`src/rtl/control_unit.sv`:
```
`default_nettype none
// ============================================================================
// Module      : control_unit
// Description : Multi-cycle instruction sequencer for a small load/store core.
//               Accepts one instruction from fetch, decodes its fields, steers
//               it through EXEC, an optional memory or divider wait, and a
//               write-back cycle, then returns to FETCH.
// Revision    : 1.0 - initial release
// ----------------------------------------------------------------------------
// Ports
//   clk_i, rst_i          clock, synchronous active-high reset
//   instr_i/_valid_i      instruction from fetch; instr_ready_o = accept now
//   eq_i, gt_i            datapath compare results (ra==rb, ra>rb signed)
//   mem_ready_i           data memory completes the current request
//   div_done_i            divider result valid
//   ra_o rb_o rd_o        register selects (rd_o = rb for LW/LI)
//   alu_op_o, imm_o       ALU opcode, sign-extended 13-bit offset
//   reg_we_o mem_req_o mem_we_o div_start_o pc_en_o pc_sel_o  strobes
//   state_o               FSM state, instr_count_o retired instructions
// Instruction: offset[31:19] ra[18:14] rb[13:9] rd[8:4] opcode[3:0]
// Opcodes: 0 ADD 1 SUB 2 MUL 3 DIV 4 AND 5 OR 6 XOR 7 LW 8 SW 9 LI
//          10 BEQ 11 BGT 12 BGE 13 JMP 14/15 illegal
// Build option: CTRL_ILLEGAL_TRAP_EN - illegal opcodes enter HALT until
//               reset; when undefined they retire as NOPs.
// ============================================================================
module control_unit #(
   parameter int DATAWIDTH = 32
) (
   input  logic                 clk_i,
   input  logic                 rst_i,
   input  logic [31:0]          instr_i,
   input  logic                 instr_valid_i,
   output logic                 instr_ready_o,
   input  logic                 eq_i,
   input  logic                 gt_i,
   input  logic                 mem_ready_i,
   input  logic                 div_done_i,
   output logic [4:0]           ra_o,
   output logic [4:0]           rb_o,
   output logic [4:0]           rd_o,
   output logic [3:0]           alu_op_o,
   output logic [DATAWIDTH-1:0] imm_o,
   output logic                 reg_we_o,
   output logic                 mem_req_o,
   output logic                 mem_we_o,
   output logic                 div_start_o,
   output logic                 pc_en_o,
   output logic                 pc_sel_o,
   output logic [2:0]           state_o,
   output logic [31:0]          instr_count_o
);

   typedef enum logic [2:0] {
      S_FETCH   = 3'd0,
      S_DECODE  = 3'd1,
      S_EXEC    = 3'd2,
      S_MEM     = 3'd3,
      S_DIVWAIT = 3'd4,
      S_WB      = 3'd5,
      S_HALT    = 3'd6
   } state_t;

   localparam logic [3:0] C_OP_XOR = 4'd6;
   localparam logic [3:0] C_OP_DIV = 4'd3;
   localparam logic [3:0] C_OP_LW  = 4'd7;
   localparam logic [3:0] C_OP_SW  = 4'd8;
   localparam logic [3:0] C_OP_LI  = 4'd9;
   localparam logic [3:0] C_OP_BEQ = 4'd10;
   localparam logic [3:0] C_OP_BGT = 4'd11;
   localparam logic [3:0] C_OP_BGE = 4'd12;
   localparam logic [3:0] C_OP_JMP = 4'd13;

   state_t      state_q;
   logic [31:0] instr_q;
   logic [31:0] count_q;
   logic        instr_ready_q;
   logic        reg_we_q;
   logic        mem_req_q;
   logic        mem_we_q;
   logic        div_start_q;
   logic        pc_en_q;
   logic        pc_sel_q;

   // Decode of the latched instruction
   logic [3:0] w_op;
   logic       w_is_alu;
   logic       w_is_mem;
   logic       w_writes;
   logic       w_taken;
   logic       w_trap;

   assign w_op     = instr_q[3:0];
   assign w_is_alu = (w_op <= C_OP_XOR);
   assign w_is_mem = (w_op == C_OP_LW) || (w_op == C_OP_SW);
   assign w_writes = w_is_alu || (w_op == C_OP_LW) || (w_op == C_OP_LI);

   always_comb begin
      w_taken = 1'b0;
      case (w_op)
         C_OP_BEQ: w_taken = eq_i;
         C_OP_BGT: w_taken = gt_i;
         C_OP_BGE: w_taken = eq_i | gt_i;
         C_OP_JMP: w_taken = 1'b1;
         default:  w_taken = 1'b0;
      endcase
   end

`ifdef CTRL_ILLEGAL_TRAP_EN
   assign w_trap = (w_op[3:1] == 3'b111);
`else
   assign w_trap = 1'b0;
`endif

   // Strobes are registered: each one is computed on the edge that enters
   // the state it belongs to, so it lines up exactly with state_o.
   always_ff @(posedge clk_i) begin
      if (rst_i) begin
         state_q       <= S_FETCH;
         instr_q       <= 32'd0;
         count_q       <= 32'd0;
         instr_ready_q <= 1'b1;
         reg_we_q      <= 1'b0;
         mem_req_q     <= 1'b0;
         mem_we_q      <= 1'b0;
         div_start_q   <= 1'b0;
         pc_en_q       <= 1'b0;
         pc_sel_q      <= 1'b0;
      end else begin
         instr_ready_q <= 1'b0;
         reg_we_q      <= 1'b0;
         mem_req_q     <= 1'b0;
         mem_we_q      <= 1'b0;
         div_start_q   <= 1'b0;
         pc_en_q       <= 1'b0;
         pc_sel_q      <= 1'b0;
         case (state_q)
            S_FETCH: begin
               if (instr_valid_i) begin
                  instr_q <= instr_i;
                  state_q <= S_DECODE;
               end else begin
                  instr_ready_q <= 1'b1;
               end
            end
            S_DECODE: begin
               state_q     <= S_EXEC;
               div_start_q <= (w_op == C_OP_DIV);
            end
            S_EXEC: begin
               if (w_is_mem) begin
                  state_q   <= S_MEM;
                  mem_req_q <= 1'b1;
                  mem_we_q  <= (w_op == C_OP_SW);
               end else if (w_op == C_OP_DIV) begin
                  state_q <= S_DIVWAIT;
               end else if (w_trap) begin
                  state_q <= S_HALT;
               end else begin
                  // Branch outcome is decided here from eq_i/gt_i
                  state_q  <= S_WB;
                  pc_en_q  <= 1'b1;
                  pc_sel_q <= w_taken;
                  reg_we_q <= w_writes;
               end
            end
            S_MEM: begin
               if (mem_ready_i) begin
                  state_q  <= S_WB;
                  pc_en_q  <= 1'b1;
                  reg_we_q <= w_writes;
               end else begin
                  mem_req_q <= 1'b1;
                  mem_we_q  <= (w_op == C_OP_SW);
               end
            end
            S_DIVWAIT: begin
               if (div_done_i) begin
                  state_q  <= S_WB;
                  pc_en_q  <= 1'b1;
                  reg_we_q <= 1'b1;
               end
            end
            S_WB: begin
               state_q       <= S_FETCH;
               instr_ready_q <= 1'b1;
               count_q       <= count_q + 32'd1;
            end
            S_HALT: begin
               state_q <= S_HALT;
            end
            default: begin
               state_q       <= S_FETCH;
               instr_ready_q <= 1'b1;
            end
         endcase
      end
   end

   assign instr_ready_o = instr_ready_q;
   assign reg_we_o      = reg_we_q;
   assign mem_req_o     = mem_req_q;
   assign mem_we_o      = mem_we_q;
   assign div_start_o   = div_start_q;
   assign pc_en_o       = pc_en_q;
   assign pc_sel_o      = pc_sel_q;
   assign state_o       = state_q;
   assign instr_count_o = count_q;

   assign ra_o     = instr_q[18:14];
   assign rb_o     = instr_q[13:9];
   // LW and LI write the register named in the rb field
   assign rd_o     = ((w_op == C_OP_LW) || (w_op == C_OP_LI)) ? instr_q[13:9] : instr_q[8:4];
   // Loads/stores use the adder for address generation
   assign alu_op_o = w_is_alu ? w_op : 4'd0;
   assign imm_o    = DATAWIDTH'($signed(instr_q[31:19]));

endmodule
`default_nettype wire

```
`config.mk`:
```
export PLATFORM = sky130hd
export DESIGN_NAME = control_unit
export DESIGN_NICKNAME = d
export VERILOG_FILES = /design/src/rtl/control_unit.sv
export SDC_FILE = /design/constraint.sdc
export NUM_CORES = 1
export LEC_CHECK = 0
export ABC_AREA = 1
export CAP_MARGIN = 20
export CORE_ASPECT_RATIO = 1.25
export CORE_UTILIZATION = 35
export DETAILED_ROUTE_END_ITERATION = 8
export SKIP_CTS_REPAIR_TIMING = 1
export SYNTH_ARGS = -nofsm -noshare
export SYNTH_HDL_FRONTEND = slang
export SYNTH_SLANG_ARGS = --single-unit
```
`constraint.sdc`:
```
create_clock -name clk_i -period 2.6 [get_ports clk_i]
set_clock_uncertainty 0.05 [all_clocks]
set_input_delay 0.78 -clock clk_i [delete_from_list [all_inputs] [get_ports clk_i]]
set_output_delay 0.78 -clock clk_i [all_outputs]
set_load 0.05 [all_outputs]
```
* Word level (Yosys, flattened, before mapping)
Cells that the tools add are included.
** Word-level totals
- Register bits after elaboration :: 74
- Input bits :: 39
- Logic and storage cells :: 68
- Output and inout bits :: 93
** Cells by class
- Reductions and logical operators :: 10
- Bitwise logic cells :: 3
- Muxes and demuxes :: 26
- $add $sub $neg :: 1
- Order comparisons :: 1
- Equality and inequality tests :: 17
** Operators with widths (number)
- adder 32 x 1 -> 32 bit, second input constant :: 1
- == test 4 bit, second input constant :: 6
- one-hot mux 3 bit (6 select lines) :: 1
- two-way mux 1 bit :: 13
- two-way mux 3 bit :: 4
- == test 3 bit, second input constant :: 3
- == test 3 x 2 -> 1 bit, second input constant :: 2
- != test 2 bit, second input constant :: 3
- one-hot mux 1 bit (2 select lines) :: 3
- one-hot mux 1 bit (3 select lines) :: 2
- two-way mux 5 bit :: 1
- OR reduction 5 bit :: 1
- == test 4 x 2 -> 1 bit, second input constant :: 1
- == test 4 x 3 -> 1 bit, second input constant :: 1
- <= comparator 4 x 3 -> 1 bit, second input constant :: 1
- logical OR 1 bit :: 4
- two-way mux 4 bit :: 1
- one-hot mux 1 bit (4 select lines) :: 1
- OR reduction 4 bit :: 1
- == test 3 x 1 -> 1 bit, second input constant :: 1
- logical NOT 3 bit :: 1
- AND reduction 3 bit :: 1
- inverter 1 bit :: 2
- AND reduction 2 bit :: 1
- other kinds (2) :: 2

* Longest topological paths before layout
Gate-level depths: netlist (run 1).
- Depth after elaboration :: 6
- Depth in mapped cells :: 9
- Gate-level depth less buffers :: 8

* Worst setup path before layout (run 1)
OpenSTA, ideal clock, no wires.
- Kind :: register to output
- Start :: register instr_q[3]
- End :: output port rd_o[0]
- Slack :: -69 ps
- Buffers on the path :: 0
- Data required time :: 1770 ps
- Arrival time :: 1839 ps
- Stages on the path, launching flop included :: 6
- Cells stage by stage :: dfxtp_1 > inv_1 > nor2_1 > nand3_1 > nand2_1 > o21ai_0
** Between the ends
- Cells in the longest elaborated chain, start to end :: 3
- Elaborated cells on any way between the ends :: 4
** Ends and longest elaborated chain
- start, declared :: RTL line 74 : logic [31:0] instr_q;
- start signal, assigned :: RTL line 139 : instr_q <= instr_i;
- == test 4 x 3 -> 1 bit or == test 4 bit (tied branches) :: RTL line 212 : assign rd_o = ((w_op == C_OP_LW) || (w_op == C_OP_LI)) ? instr_q[13:9] : instr_q[8:4];
- logical OR 1 bit * :: RTL line 212
- two-way mux 5 bit * :: RTL line 212
- end, declared :: RTL line 40 : output logic [4:0] rd_o,
Every way passes the cells marked *; elsewhere a longest branch is shown, timed or not.

* Worst setup path after layout (run 1)
- Start :: register state_q[2] (netlist: state_o[2])
- End :: output port state_o[2]
** RTL lines
- start, declared :: RTL line 73 : state_t state_q;
- start signal, assigned :: RTL line 118 : state_q <= S_FETCH;
- start signal, assigned :: RTL line 140 : state_q <= S_DECODE;
- start signal, assigned :: RTL line 146 : state_q <= S_EXEC;
- end, declared :: RTL line 49 : output logic [2:0] state_o,
No word-level cell between the ends.

==> results of run 1 <==
## through the flow
stage                     hold WS [ns]  cells  utilization, %  total power [mW]  TNS [ns]
after floorplan                  0.374    549               -              3.20    -0.346
after global placement           0.382    759            46.3              3.62         0
after detailed placement         0.385    759            46.3              3.65         0
after CTS                        0.394    771            48.7              4.74    -0.169
after global routing             0.412    771            48.8              4.95         0
final                            0.390    771            48.8              4.69         0
## kinds of logic after synthesis
| family | after synthesis | synth area share (%) |
|---|---|---|
| compound gates | 109 | 14.8 |
| flops | 74 | 39.2 |
| fa+ha+maj | 1 | 0.331 |
| xor+xnor | 1 | 0.232 |
| other cells | 1 | 0.0992 |
| buf+inv | 148 | 19.3 |
| simple gates | 215 | 26.1 |
## per-layer routing
metal | share of wire, % | up-vias | GRT usage (%)
met5 | 0 | - | 0
met1 | 45 | 1615 | 21.6
met4 | 1.1 | 0 | 5.68
met3 | 6.9 | 12 | 4.05
li1 | - | 1870 | -
met2 | 47 | 141 | 28.6
## worst reg2reg max path, delay by kind of cell, from the launching register on
kind	cells	cell delay (ns)
compound gates	1	0.05
flops	1	0.47
simple gates	6	1.19
## sequential cells by signal (all words and copies together) (netlist names)
register and count:
state_o 3, pc_sel_o 1, instr_q 32, instr_ready_o 1
instr_count_o 32, mem_req_o 1, div_start_o 1, mem_we_o 1
pc_en_o 1, reg_we_o 1
## layout make-up
type,instances,area share [%]
Clock inverter,1,0.0971
Timing Repair Buffer,135,25.9
Sequential cell,74,28.7
Inverter,91,6.63
Tap cell,132,3.20
Multi-Input combinational cell,327,30.7
Clock buffer,11,4.71
## cell usage after synthesis
master	instances
nor2_1	65
o21a_1	1
clkbuf_1	12
nor2_2	3
dfxtp_1	74
nand3b_4	1
a21o_1	1
nor3_1	6
nand2_2	1
buf_4	43
nand2_4	1
o211ai_1	1
buf_1	1
conb_1	1
nand3_2	3
nand4_1	11
and3_1	1
a211oi_1	2
ha_1	1
nor3b_1	2
nand3_1	37
nand2_1	79
nor2_4	5
a21oi_1	50
o21ai_0	54
inv_1	91
buf_8	1
xnor2_1	1
## worst max path at each step
stage,from,to
finish,state_o[2],state_o[2]
global route,instr_q[3],rd_o[4]
CTS,instr_q[3],rd_o[3]
detailed placement,instr_q[3],rd_o[3]
global placement,instr_q[3],rd_o[3]
floorplan,instr_q[3],rd_o[0]
## report_power, final
group          switching, mW  leakage [nW]  total [mW]  internal, mW
Combinational           1.47          1.40        2.15         0.677
Clock                  0.429         0.123        1.08         0.648
Sequential             0.143         0.604        1.47          1.33
==> run summary, run 1 <==
Endpoints failing setup: 0
Leading area contributor after synthesis: dfxtp_1
Sequential area share after synthesis: 39.2%
Hold endpoint: instr_q[23]
Fmax achieved: 402 MHz
Worst path depth: 1
WL final: 9420 um
Post-Syn Nets: 589
TritonRoute pass-1 iters: 5
Crit path max-delay family: buffers and inverters
Hold Vio Cnt, Final: 0
Critical path type: reg -> out
CP max FO: 7
Ant diodes: 0
CP Cell Sequence: clkdlybuf4s50_1
CTS tree: yes
Residual DRC: 0
Largest net degree at the start of global routing: 65
First-pass GRT wire length: 15300 um
Worst skew pair latency: 0.32 ns
End of the worst register-to-register path: instr_count_o[22]
Worst slew pin tran: 0.588 ns
Die Area: 11200 um^2
CORE AREA: 10600 um^2
DRT iter0 DRCs: 134
Initial antenna violation count: 0
Layout cell share with drive strength beyond 1: 9.23%
YS warnings: 0
Synth Area per Inst: 6.89 um^2
Worst path max stage delay: 0.86 ns
Routability cong.: 0.901
Synth top area cells: dfxtp_1, inv_1, buf_4, nand2_1, o21ai_0
Synth cell types: 28
Cell Rows: 42
Die width: 95.0 um
Register area: 1480 um^2
Grt ovf: 0
Top cell type's share of synthesized area: 39.2%
Clk pin slew, worst setup/hold paths: 0.05 ns
Dpl hpwl: 7030 um
Fin nets: 678
Placed cell area: 4890 um^2
Commonest non-fill, non-tap cell in the layout: clkdlybuf4s50_1
Number of synthesized register bits: 74
Worst path slowest cell: clkdlybuf4s50_1
Setup ws final: 0.110 ns
Cells after synthesis: 549
Leak Pwr: 2.13 nW
Cells on Worst Hold Path: 2
R2R Setup Slk: 0.73 ns
Initial core utilization: 35.8%
Commonest cells after routing, fill and taps aside: clkdlybuf4s50_1, inv_1, nand2_1
Vias/cell: 4.72
Fin crit share: 95.8%
Reg2reg start: state_o[2]
DR WL/cell: 12.2 um
Area Overhead vs Synth: 36.3%
Htree depth: 3
CP Buf/Inv Count: 1
Vias in the first global route: 3383
Total GRT Usage: 17.2%
DP Worst Slack: 0.299 ns
Max Cap Viol: 0
Power per cell area: 911 nW/um^2
CP startpoint kind: register
Arrival @ worst endpoint: 1.66 ns
Clock sink count: 74
Type of the worst min-delay path: reg -> reg
Vias post-DR: 3638
CP Capture Type: output port
Worst hold start: instr_q[23]
Worst slew margin: 60.7%
Clock buffer depth: 2
Die height: 118 um
Design Area, Final: 5150 um^2
Top-Level Pins: 132
CTS buffer count: 9
CTS root buffer: clkbuf_16
ANT nets after route: 0
Tmin final: 2.49 ns
Unrepaired setup endpoints after global routing: false
FF-to-FF path depth: 7
Multi-input gate area in the final layout: 1580 um^2
Port Buffers: 130
Required @ worst endpoint: 1.77 ns
Status: finished clean
# fillers: 1074
Post-synthesis cell area: 3780 um^2
Max Slew Vio Count: 0
Max IR drop VDD: 0.384 mV
(Power assumes the default switching activity.)
==> inputs of run 2 (changes only) <==
- ABC_AREA: 1 -> not set
- PLACE_DENSITY: not set -> 0.66
- SKIP_CTS_REPAIR_TIMING: 1 -> not set
==> run 2 against run 1 <==
Global-route usage shrank 1.1 points; highest routed layer unchanged; worst setup slack worse by 0.0095 ns; wire length decreased by 8.6%; final cell count decreased by 16%; clock-buffer cell count shrank 1; synthesized cell count shrank 20%; hold slack improved by 0.014 ns; clock power grew 24%; largest power group is now the clock network; critical path depth rose by 4; core utilization grew 2.6 points.
==> run summary, run 2 <==
Status: finished clean
Commonest cells after routing, fill and taps aside: clkdlybuf4s50_1, nand2_1, dfxtp_1
DR WL/cell: 13.2 um
CTS buffer count: 9
CORE AREA: 9760 um^2
List of most frequent post-synthesis cells: nand2_1, dfxtp_1, a21oi_1
Main combinational cell family by area after synthesis: simple AND/OR/NAND/NOR gates
Required @ worst endpoint: 1.77 ns
Routability cong.: 0.761
TritonRoute pass-1 iters: 4
Post-Syn Nets: 478
Leak Pwr: 1.82 nW
Hold Vio Cnt, Final: 0
Synth Area per Inst: 8.18 um^2
Vias in the first global route: 2943
CP max FO: 5
Ys async rst share: 0%
Post-synthesis cell area: 3580 um^2
ANT nets after route: 0
Post-Synth Simple-Gate Area: 24.2%
CTS tree: yes
Top-Level Pins: 132
Compound-gate portion of the synthesized area: 15.2%
Synth Area in Adders: 0.349%
Clock sink count: 74
Initial antenna violation count: 0
Arrival @ worst endpoint: 1.67 ns
Grt ovf: 0
Sw frac: 30.2%
Die Area: 10600 um^2
Final TNS setup: 0 ns
Synth cell types: 49
Fin crit share: 96.1%
Pint: 2.33 mW
Worst slew margin: 59.9%
Clk pin slew, worst setup/hold paths: 0.05 ns
Endpoints failing setup: 0
# fillers: 956
CTS root buffer: clkbuf_16
Max Slew Vio Count: 0
YS warnings: 0
Number of synthesized register bits: 74
DP Worst Slack: 0.169 ns
Power per cell area: 667 nW/um^2
Reg power frac: 36.9%
Post-synth top flop: dfxtp_1
Fin cells: 650
Top cell type's share of synthesized area: 41.4%
Ant diodes: 0
Die height: 115 um
Type of the worst min-delay path: reg -> reg
Htree depth: 3
Setup ws final: 0.101 ns
Critical path type: reg -> out
Total GRT Usage: 16.1%
Cell Rows: 40
Cells after synthesis: 438
Fin nets: 559
DP Cell Count: 634
Vias/cell: 4.91
Sequential area share after synthesis: 41.4%
Worst slew pin tran: 0.601 ns
CP Capture Type: output port
Port Buffers: 130
Vias post-DR: 3189
Synth top area cells: dfxtp_1, buf_4, a21oi_1, nand2_1, or4_1
First-pass GRT wire length: 13700 um
Max IR drop VDD: 0.352 mV
Number of enable flip-flop cells after synthesis: 0
CP startpoint kind: register
Residual DRC: 0
Dpl hpwl: 6020 um
# hold bufs at CTS: 0
Mux contribution to synthesized area: 3.11%
Leading area contributor after synthesis: dfxtp_1
Max Cap Viol: 0
Tmin final: 2.50 ns
Sw power: 1.01 mW
Post-Synth XOR/XNOR Area: 1.71%
Power share of the combinational group: 23.1%
Commonest non-fill, non-tap cell in the layout: clkdlybuf4s50_1
Layout cell share with drive strength beyond 1: 16.2%
Clock network power share: 40.0%
Unrepaired setup endpoints after global routing: false
Clock buffer depth: 2
DRT iter0 DRCs: 112
Worst skew pair latency: 0.33 ns
Fmax achieved: 400 MHz
WL final: 8610 um
Initial core utilization: 36.7%
Die width: 92.5 um
Largest net degree at the start of global routing: 75
Area Overhead vs Synth: 40.1%
Most numerous cell in the Yosys netlist: nand2_1
run 2: cell count changes in the layout (fill, tap and decap cells not counted), moves of 5 or more:
cell / change
o21ai_0: -41
or4_1: +14
nor4_1: +7
o31ai_1: +12
nand3_1: -30
buf_6: +5
nand4_1: -8
or3_1: +9
nor2_1: -49
mux2_2: +9
inv_1: -80
buf_4: +8
nor2b_1: +7
a21oi_1: +9
run 2: final timing paths:
check	cells past startpoint	slack, ns	startpoint	to
setup / recovery	5	0.10	instr_q[1]	rd_o[3]
hold reg to reg	2	0.40	instr_q[14]	instr_q[14]
setup reg to reg	4	0.26	instr_count_o[15]	instr_count_o[24]
hold / removal	2	0.40	instr_q[14]	instr_q[14]
run 2: area by class of cell:
type                            instances  area, um^2  area share (%)
Multi-Input combinational cell        280        1640            32.6
Sequential cell                        74        1480            29.6
Timing Repair Buffer                  142        1370            27.2
Clock buffer                           10         239            4.76
Tap cell                              126         158            3.14
Clock inverter                          6        90.1            1.80
Inverter                               12        45.0           0.898
run 2: logic make-up (layout without fill, tap and decap cells):
group,count (synthesis),count (layout)
flip-flops,74,74
AND/OR/NAND/NOR,166,166
XOR/XNOR,7,7
AO/OA/AOI/OAI,95,95
other,1,1
buffers and inverters,84,170
adder cells (fa/ha/maj),1,1
multiplexers,10,10
run 2: power by group through the flow:
stage          Combinational, mW  Sequential, mW  Clock, mW
6_report                   0.772            1.23       1.34
5_1_grt                    0.820            1.24       1.43
4_1_cts                    0.775            1.23       1.37
3_5_place_dp               0.765            1.26          0
3_3_place_gp               0.761            1.25          0
2_1_floorplan              0.553            1.28          0
run 2: timing repair:
action,CTS,global route
pin swaps,1,1
hold endpoints to repair,0,0
setup endpoints to repair,5,6
gates resized for setup,7,7
cloned,0,0
buffers inserted,1,0
run 2: metal layers:
layer / vias up / share of wire [%] / wire [um] / GRT usage (%)
met5: - / 0 / 0 / 0
met4: 0 / 0.94 / 81 / 5.94
met3: 5 / 7.2 / 621 / 5.16
met2: 80 / 50 / 4330 / 28.2
met1: 1470 / 42 / 3580 / 18.1
li1: 1634 / - / - / -
run 2: worst max-delay path: stages, from the launching register on:
cell and delay [ns]:
dfxtp_2 0.34, or2_2 0.33, nor2_4 0.13, o21ai_4 0.09
mux2_2 0.30, buf_6 0.15
run 2: stage by stage:
stage	power [mW]	instance area, um^2	utilization [%]	hold slack, ns
floorplan	1.83	3590	-	0.383
CTS	3.38	5000	51.3	0.405
global route	3.49	5020	51.4	0.424
global placement	2.02	4640	47.6	0.391
finish	3.34	5020	51.4	0.404
detailed placement	2.02	4640	47.6	0.395
